$ cat config.mk
export PLATFORM = sky130hd
export DESIGN_NAME = spi_result_tx
export DESIGN_NICKNAME = d
export VERILOG_FILES = /design/src/rtl/spi_result_tx.sv
export SDC_FILE = /design/constraint.sdc
export NUM_CORES = 1
export LEC_CHECK = 0
export ABC_AREA = 0
export CORE_MARGIN = 10
export CORE_UTILIZATION = 28
export DETAILED_ROUTE_END_ITERATION = 12
export PLACE_DENSITY = 0.52
export SETUP_SLACK_MARGIN = 0.2
export SYNTH_ARGS = -nofsm -noshare
export SYNTH_HDL_FRONTEND = slang
export SYNTH_SLANG_ARGS = --single-unit
$ cat constraint.sdc
create_clock -name clk -period 7.3 [get_ports clk]
set_input_delay 1.825 -clock clk [delete_from_list [all_inputs] [get_ports clk]]
set_output_delay 1.825 -clock clk [all_outputs]
set_load 0.02 [all_outputs]
$ cat src/rtl/spi_result_tx.sv
// SPI master transmitter returning result entries to the host as 72-bit
// MSB-first frames [VALUE][ROW][COL][FLAGS], fed from a small result FIFO.
module spi_result_tx #(
  parameter int unsigned DATA_W     = 32,
  parameter int unsigned IDX_W      = 16,
  parameter int unsigned CLK_DIV    = 10,
  parameter int unsigned CS_GAP     = 4,
  parameter int unsigned FIFO_DEPTH = 4
) (
  input  logic              clk,
  input  logic              rst,
  input  logic              res_valid,
  output logic              res_ready,
  input  logic [DATA_W-1:0] res_val,
  input  logic [IDX_W-1:0]  res_row,
  input  logic [IDX_W-1:0]  res_col,
  input  logic              res_last,
  output logic              spi_sclk,
  output logic              spi_cs_n,
  output logic              spi_mosi,
  output logic              tx_busy,
  output logic [15:0]       frames_sent
);

  localparam int unsigned FRAME_W = DATA_W + 2 * IDX_W + 8;
  localparam int unsigned PTR_W   = $clog2(FIFO_DEPTH);
  localparam int unsigned CNTF_W  = PTR_W + 1;
  localparam int unsigned MAX_CNT = (CLK_DIV > CS_GAP) ? CLK_DIV : CS_GAP;
  localparam int unsigned CNT_W   = $clog2(MAX_CNT) + 1;
  localparam int unsigned RISE_W  = $clog2(FRAME_W + 1);

  typedef enum logic [2:0] {
    S_IDLE,
    S_SETUP,
    S_SHIFT,
    S_HOLD,
    S_GAP
  } state_e;

  state_e              state_q, state_d;
  logic [CNT_W-1:0]    cnt_q, cnt_d;
  logic [RISE_W-1:0]   rises_q, rises_d;
  logic [FRAME_W-1:0]  shreg_q, shreg_d;
  logic                sclk_q, sclk_d;
  logic                cs_n_q, cs_n_d;
  logic                mosi_q, mosi_d;
  logic [15:0]         frames_q, frames_d;
  logic                busy_q, busy_d;

  logic [FRAME_W-1:0]  mem_q [FIFO_DEPTH];
  logic [PTR_W-1:0]    wr_ptr_q, wr_ptr_d;
  logic [PTR_W-1:0]    rd_ptr_q, rd_ptr_d;
  logic [CNTF_W-1:0]   count_q, count_d;

  logic                push, pop, full, empty, cnt_done, gap_done;
  logic [FRAME_W-1:0]  push_frame, head;

  assign full       = (count_q == CNTF_W'(FIFO_DEPTH));
  assign empty      = (count_q == '0);
  assign res_ready  = !rst && !full;
  assign push       = res_valid && res_ready;
  assign push_frame = {res_val, res_row, res_col, 7'b0, res_last};
  assign head       = mem_q[rd_ptr_q];
  assign cnt_done   = (cnt_q == CNT_W'(CLK_DIV - 1));
  assign gap_done   = (cnt_q == CNT_W'(CS_GAP - 1));

  assign spi_sclk    = sclk_q;
  assign spi_cs_n    = cs_n_q;
  assign spi_mosi    = mosi_q;
  assign tx_busy     = busy_q;
  assign frames_sent = frames_q;

  // FIFO storage write; contents are don't-care while empty
  always_ff @(posedge clk) begin
    if (push) mem_q[wr_ptr_q] <= push_frame;
  end

  // Frame sequencer: next state, shift/serial outputs and FIFO pointers
  always_comb begin
    state_d  = state_q;
    cnt_d    = cnt_q;
    rises_d  = rises_q;
    shreg_d  = shreg_q;
    sclk_d   = sclk_q;
    cs_n_d   = cs_n_q;
    mosi_d   = mosi_q;
    frames_d = frames_q;
    pop      = 1'b0;

    case (state_q)
      S_IDLE: begin
        cs_n_d = 1'b1;
        sclk_d = 1'b0;
        mosi_d = 1'b0;
        cnt_d  = '0;
        if (!empty) begin
          pop     = 1'b1;
          shreg_d = head;
          cs_n_d  = 1'b0;
          mosi_d  = head[FRAME_W-1];
          state_d = S_SETUP;
        end
      end
      S_SETUP: begin
        if (cnt_done) begin
          cnt_d   = '0;
          sclk_d  = 1'b1;
          rises_d = RISE_W'(1);
          state_d = S_SHIFT;
        end else begin
          cnt_d = cnt_q + CNT_W'(1);
        end
      end
      S_SHIFT: begin
        if (cnt_done) begin
          cnt_d = '0;
          if (sclk_q) begin
            sclk_d = 1'b0;
            if (rises_q == RISE_W'(FRAME_W)) begin
              state_d = S_HOLD;
            end else begin
              shreg_d = shreg_q << 1;
              mosi_d  = shreg_q[FRAME_W-2];
            end
          end else begin
            sclk_d  = 1'b1;
            rises_d = rises_q + RISE_W'(1);
          end
        end else begin
          cnt_d = cnt_q + CNT_W'(1);
        end
      end
      S_HOLD: begin
        if (cnt_done) begin
          cnt_d    = '0;
          cs_n_d   = 1'b1;
          mosi_d   = 1'b0;
          frames_d = frames_q + 16'd1;
          state_d  = S_GAP;
        end else begin
          cnt_d = cnt_q + CNT_W'(1);
        end
      end
      S_GAP: begin
        if (gap_done) begin
          cnt_d   = '0;
          state_d = S_IDLE;
        end else begin
          cnt_d = cnt_q + CNT_W'(1);
        end
      end
      default: begin
        state_d = S_IDLE;
        cs_n_d  = 1'b1;
        sclk_d  = 1'b0;
        mosi_d  = 1'b0;
        cnt_d   = '0;
      end
    endcase

    wr_ptr_d = push ? wr_ptr_q + PTR_W'(1) : wr_ptr_q;
    rd_ptr_d = pop  ? rd_ptr_q + PTR_W'(1) : rd_ptr_q;
    count_d  = count_q + CNTF_W'(push) - CNTF_W'(pop);
    busy_d   = (count_d != '0) || (state_d != S_IDLE);
  end

  // State and datapath registers; reset abandons any frame and empties the FIFO
  always_ff @(posedge clk or posedge rst) begin
    if (rst) begin
      state_q  <= S_IDLE;
      cnt_q    <= '0;
      rises_q  <= '0;
      shreg_q  <= '0;
      sclk_q   <= 1'b0;
      cs_n_q   <= 1'b1;
      mosi_q   <= 1'b0;
      frames_q <= '0;
      busy_q   <= 1'b0;
      wr_ptr_q <= '0;
      rd_ptr_q <= '0;
      count_q  <= '0;
    end else begin
      state_q  <= state_d;
      cnt_q    <= cnt_d;
      rises_q  <= rises_d;
      shreg_q  <= shreg_d;
      sclk_q   <= sclk_d;
      cs_n_q   <= cs_n_d;
      mosi_q   <= mosi_d;
      frames_q <= frames_d;
      busy_q   <= busy_d;
      wr_ptr_q <= wr_ptr_d;
      rd_ptr_q <= rd_ptr_d;
      count_q  <= count_d;
    end
  end

endmodule

# ---- Word-level counts from Yosys, hierarchy flattened
# Memories as Yosys holds them, arrays and structs flattened.
# Index checks and enable logic that the tools add are counted.
dict set report word_totals {
  register_bits 113
  latchBits 0
  ram_bits 260
  romBits 0
  input_bits 68
  out_inout_bits 21
  mem_count 1
}
# memory words width rd rd_clocked_by_memory_dff write_ports line_no
set mem_list {}
lappend mem_list {mem_q 4 65 1 0 1 50} ;# logic [FRAME_W-1:0] mem_q [FIFO_DEPTH];
dict set report op_classes {
  n_addsub 7
  n_mul 0
  div 0
  order_cmp 0
  n_eq_ne 15
  shift 0
  mux 36
  bitwise 3
  n_reduce_logical 21
}
# cell n
set ops {}
lappend ops {{$mux W71} 4}
lappend ops {{$pmux W71 S2} 1}
lappend ops {{$mux W3} 7}
lappend ops {{$mux W7} 3}
lappend ops {{$add A16 B1 Y16 const B} 1}
lappend ops {{$pmux W3 S5} 1}
lappend ops {{$ne A2 B2 Y1 const B} 7}
lappend ops {{$pmux W7 S2} 1}
lappend ops {{$mux W1} 13}
lappend ops {{$mux W5} 2}
lappend ops {{$pmux W5 S2} 1}
lappend ops {{$reduce_and A5 Y1} 2}
lappend ops {{$add A7 B1 Y7 const B} 1}
lappend ops {{$eq A7 B7 Y1 const B} 1}
lappend ops {{$eq A3 B2 Y1 const B} 2}
lappend ops {{$eq A3 B3 Y1 const B} 2}
lappend ops {{$logic_not A3 Y1} 2}
lappend ops {{$pmux W1 S3} 2}
lappend ops {{$reduce_bool A3 Y1} 2}
lappend ops {{$reduce_or A3 Y1} 2}
lappend ops {{$add A5 B1 Y5 const B} 1}
lappend ops {{$eq A5 B2 Y1 const B} 1}
lappend ops {{$eq A5 B4 Y1 const B} 1}
lappend ops {{$add A2 B1 Y2 const B} 2}
lappend ops {{other kinds (13)} 20}

# ---- Longest topological paths before layout
dict set report logic_depth {
  ltp_word 8
  depth_mapped 12
  mapped_depth_nobuf 12
}

# ---- Worst setup path after synthesis
# No wires, ideal clock.
dict set report synth_path {
  kind {input -> register}
  startpoint {input port rst}
  endpoint {memory mem_q[3][0] (netlist name) (enable)}
  setup_time_ns 0.430
  arrival_ns 3.975
  setup_slack_ns 2.895
  cell_stages 2
  path_buffers 0
  cell_sequence {a21oi_1 and3_1}
}
dict set report synth_between {
  elab_chain_cells 5
}
# item line_no
set synth_lines {}
lappend synth_lines {{start: declaration} 11} ;# input logic rst,
lappend synth_lines {{$logic_not A1 Y1 (no line)} n/a}
lappend synth_lines {{$logic_and A1 B1 Y1} 60} ;# assign res_ready = !rst && !full;
lappend synth_lines {{$logic_and A1 B1 Y1} 61} ;# assign push = res_valid && res_ready;
lappend synth_lines {{$mux W1} 75} ;# if (push) mem_q[wr_ptr_q] <= push_frame;
lappend synth_lines {{$mux W1 (not written as such)} 75}
lappend synth_lines {{end: declaration} 50}
# Every way passes these cells.

# ---- Worst setup path in the final report
dict set report layout_path {
  startpoint {input port rst}
  endpoint {output port res_ready}
}
dict set report layout_between {
  elab_chain_cells 2
}
# item line_no
set layout_lines {}
lappend layout_lines {{$logic_not A1 Y1 (no line)} n/a}
lappend layout_lines {{$logic_and A1 B1 Y1} 60}
lappend layout_lines {{end: declaration} 13} ;# output logic res_ready,
# Every way passes these cells.

==> metrics.yaml <==
hpwl_um: 17300
p_leak_nw: 6.45
antenna_found_initial: 8
htreeDepth: 2
port_buffers: 88
synthArstFlopShare_pct: 30.3
drtAntennaViolNets: 0
slew_headroom_pct: 25.7
cts_root_buf: "clkbuf_16"
grt_max_degree: 67
peakVddDrop_mv: 0.121
synth_area_leaders: "edfxtp_1 (52%), dfrtp_1 (19%), mux4_2 (9.7%)"
cts.hold.buffers_added: 0
routed_via_density: 4.45
setup-violations-final: 0
multi_input_area_sq_um: 4220
synth_fp_nets: 842
numCtsBuffers: 40
grtUsageTotal_pct: 9.68
synth_edf_count: 260
r2r_end: "shreg_q[70]"
fin_ws_ps: 2060
holdPathEnd: "shreg_q[3]"
ys_ff_latch: 373
holdPathStages: 1
dp.cells: 1522
die_y_um: 252
place_area_sq_um: 16800
critPathCaptureType: "output pin"
synth_top_area_share_pct: 51.6
final_area_sq_um: 18100
finalWirelength_um: 29900
drv_slew: 0
crit_top_cell: "clkdlybuf4s50_1"
post-route-min-period_ps: 5240
grt_pass1_wl_um: 47900
grt-ovfl-total: 0
drc: 0
path_max_fanout: 6
io_pins: 89
drt-pass1-iter-count: 4
coreArea_sq_um: 53700
drt_iter0_drc: 346
routedWlPerCell_um: 18.7
final_common_cell: "edfxtp_1"
clock_skew_ps: 16.0
final-seq-area_sq_um: 10600
num_vias: 7112
rsz0062_at_grt: "no"
fin_nets: 948
startpoint_type: "input pin"
gp_congestion: 0.673
holdCritPathClass: "flip-flop to flip-flop"
grt_pass1_vias: 7934
synth_top_area_cell: "edfxtp_1"
fin_setup_tns_ps: 0
syn_area_per_cell_sq_um: 19.9
worstSetupPathType: "input pin to output pin"
period_share_pct: 71.8
synth_cell_types: 57
yosysWarningCount: 0
area_delta_synth_final_pct: 19.3
netlist_area_sq_um: 15100
fillers: 5047
cts_setup_buffers: 0
hp-start: "shreg_q[2]"
path_clk_slew_ps: 60
crit_family: "buffers and inverters"
crit_chain: "clkdlybuf4s50_1, a21oi_1, clkdlybuf4s50_1"
ys.flop_type: "edfxtp_1"
r2r_cells: 7
die_x_um: 252
cp_slowest_cell: "clkdlybuf4s50_1"
clock_latency_ps: 550
ys_seq_area_share_pct: 70.3
power.density_nw_per_um2: 264
rrSetupSlack_ps: 3920
initial_core_util_pct: 28.2
max-cap-violations: 0
rows: 85
tightest_slew_ps: 1110
clock_sinks: 373
cp.required_ps: 5480
fp.dieArea_sq_um: 63700
finalHoldViolations: 0
clockBufferDepth: 3
cts_resized: 0
postSynthCellCount: 762
mostFrequentLayoutCells: "edfxtp_1 (260), dfrtp_1 (110), clkdlybuf4s50_1 (88)"
outcome: "finished, final reports clean"
stdcell_count: 1597
tritoncts: "built"
worstReg2RegStart: "state_q[1]"
critPathBufInv: 2
critPathArrivalTime_ps: 3410
dpl_worst_slack_ps: 2000
drive_above_1_share_pct: 31.2
cpPeakStageDelay_ps: 700
fmax_mhz: 191
-- worst max-delay path by stage --
stage	from	end	slack [ps]	cells after the start
floorplan	rst	cnt_q[0]	2490	1
global placement	rst	res_ready	2050	3
detailed placement	rst	res_ready	2000	3
CTS	rst	res_ready	2000	3
global route	rst	res_ready	1980	3
finish	rst	res_ready	2060	3
-- where the power goes --
| group | internal [mW] | switching, mW |
|---|---|---|
| Sequential | 2.45 | 0.0389 |
| Combinational | 0.117 | 0.183 |
| Clock | 1.16 | 0.821 |
| Total | 3.73 | 1.04 |
-- Yosys cell counts (all sizes together), types with 2 or more instances --
library cell and instances:
a211oi 2, xnor2 20, mux2 129, ha 11
xor2 6, mux4 65, nor2 13, and2 4
nor4 3, o21ai 3, inv 14, a31oi 2
or3b 2, a311oi 3, and3 10, nor2b 2
edfxtp 260, nand4 5, buf 22, dfrtp 112
nand3 8, nor3 4, or3 3, clkbuf 13
a21oi 9, nand4b 2, nand2b 2, a22o 8
nand2 9
-- flip-flops by register name, summed over array words and instances (netlist names), 2 cells and up --
name / cells
mem_q: 260
state_q: 3
shreg_q: 71
rises_q: 7
rd_ptr_q: 2
wr_ptr_q: 2
count_q: 3
cnt_q: 5
frames_sent: 16
-- kinds of logic after synthesis --
group / count (synthesis) / share of synthesized area (%)
buffers and inverters: 49 / 1.98
DFF: 373 / 70.3
AOI/OAI and AO/OA: 36 / 1.88
adders and majority gates: 12 / 1.04
xor gates and xnor gates: 26 / 1.50
muxes: 194 / 20.4
and+or+nand+nor: 72 / 2.94
-- cell type report --
cell class,count,area share [%]
diodes,1,0.0139
clock buffers,54,6.24
clock inverters,20,0.936
inverters,14,0.305
multi-input cells,340,23.4
flip-flops and latches,373,59.0
well taps,696,4.82
repair buffers,99,5.34
-- metal layers --
metal	up-vias	track usage, %	routed length [um]
li1	3232	-	-
met4	14	2.99	525
met2	93	15.7	14600
met5	-	0	80
met1	3718	12.1	13100
met3	55	3.14	1500
-- per-stage QoR --
stage	hold WS (ps)	utilization, %	power [mW]
floorplan	459	-	2.70
global placement	477	31.2	2.84
detailed placement	478	31.2	2.85
CTS	497	33.6	4.86
global route	514	33.6	4.99
finish	491	33.6	4.77
(Power assumes the default switching activity.)
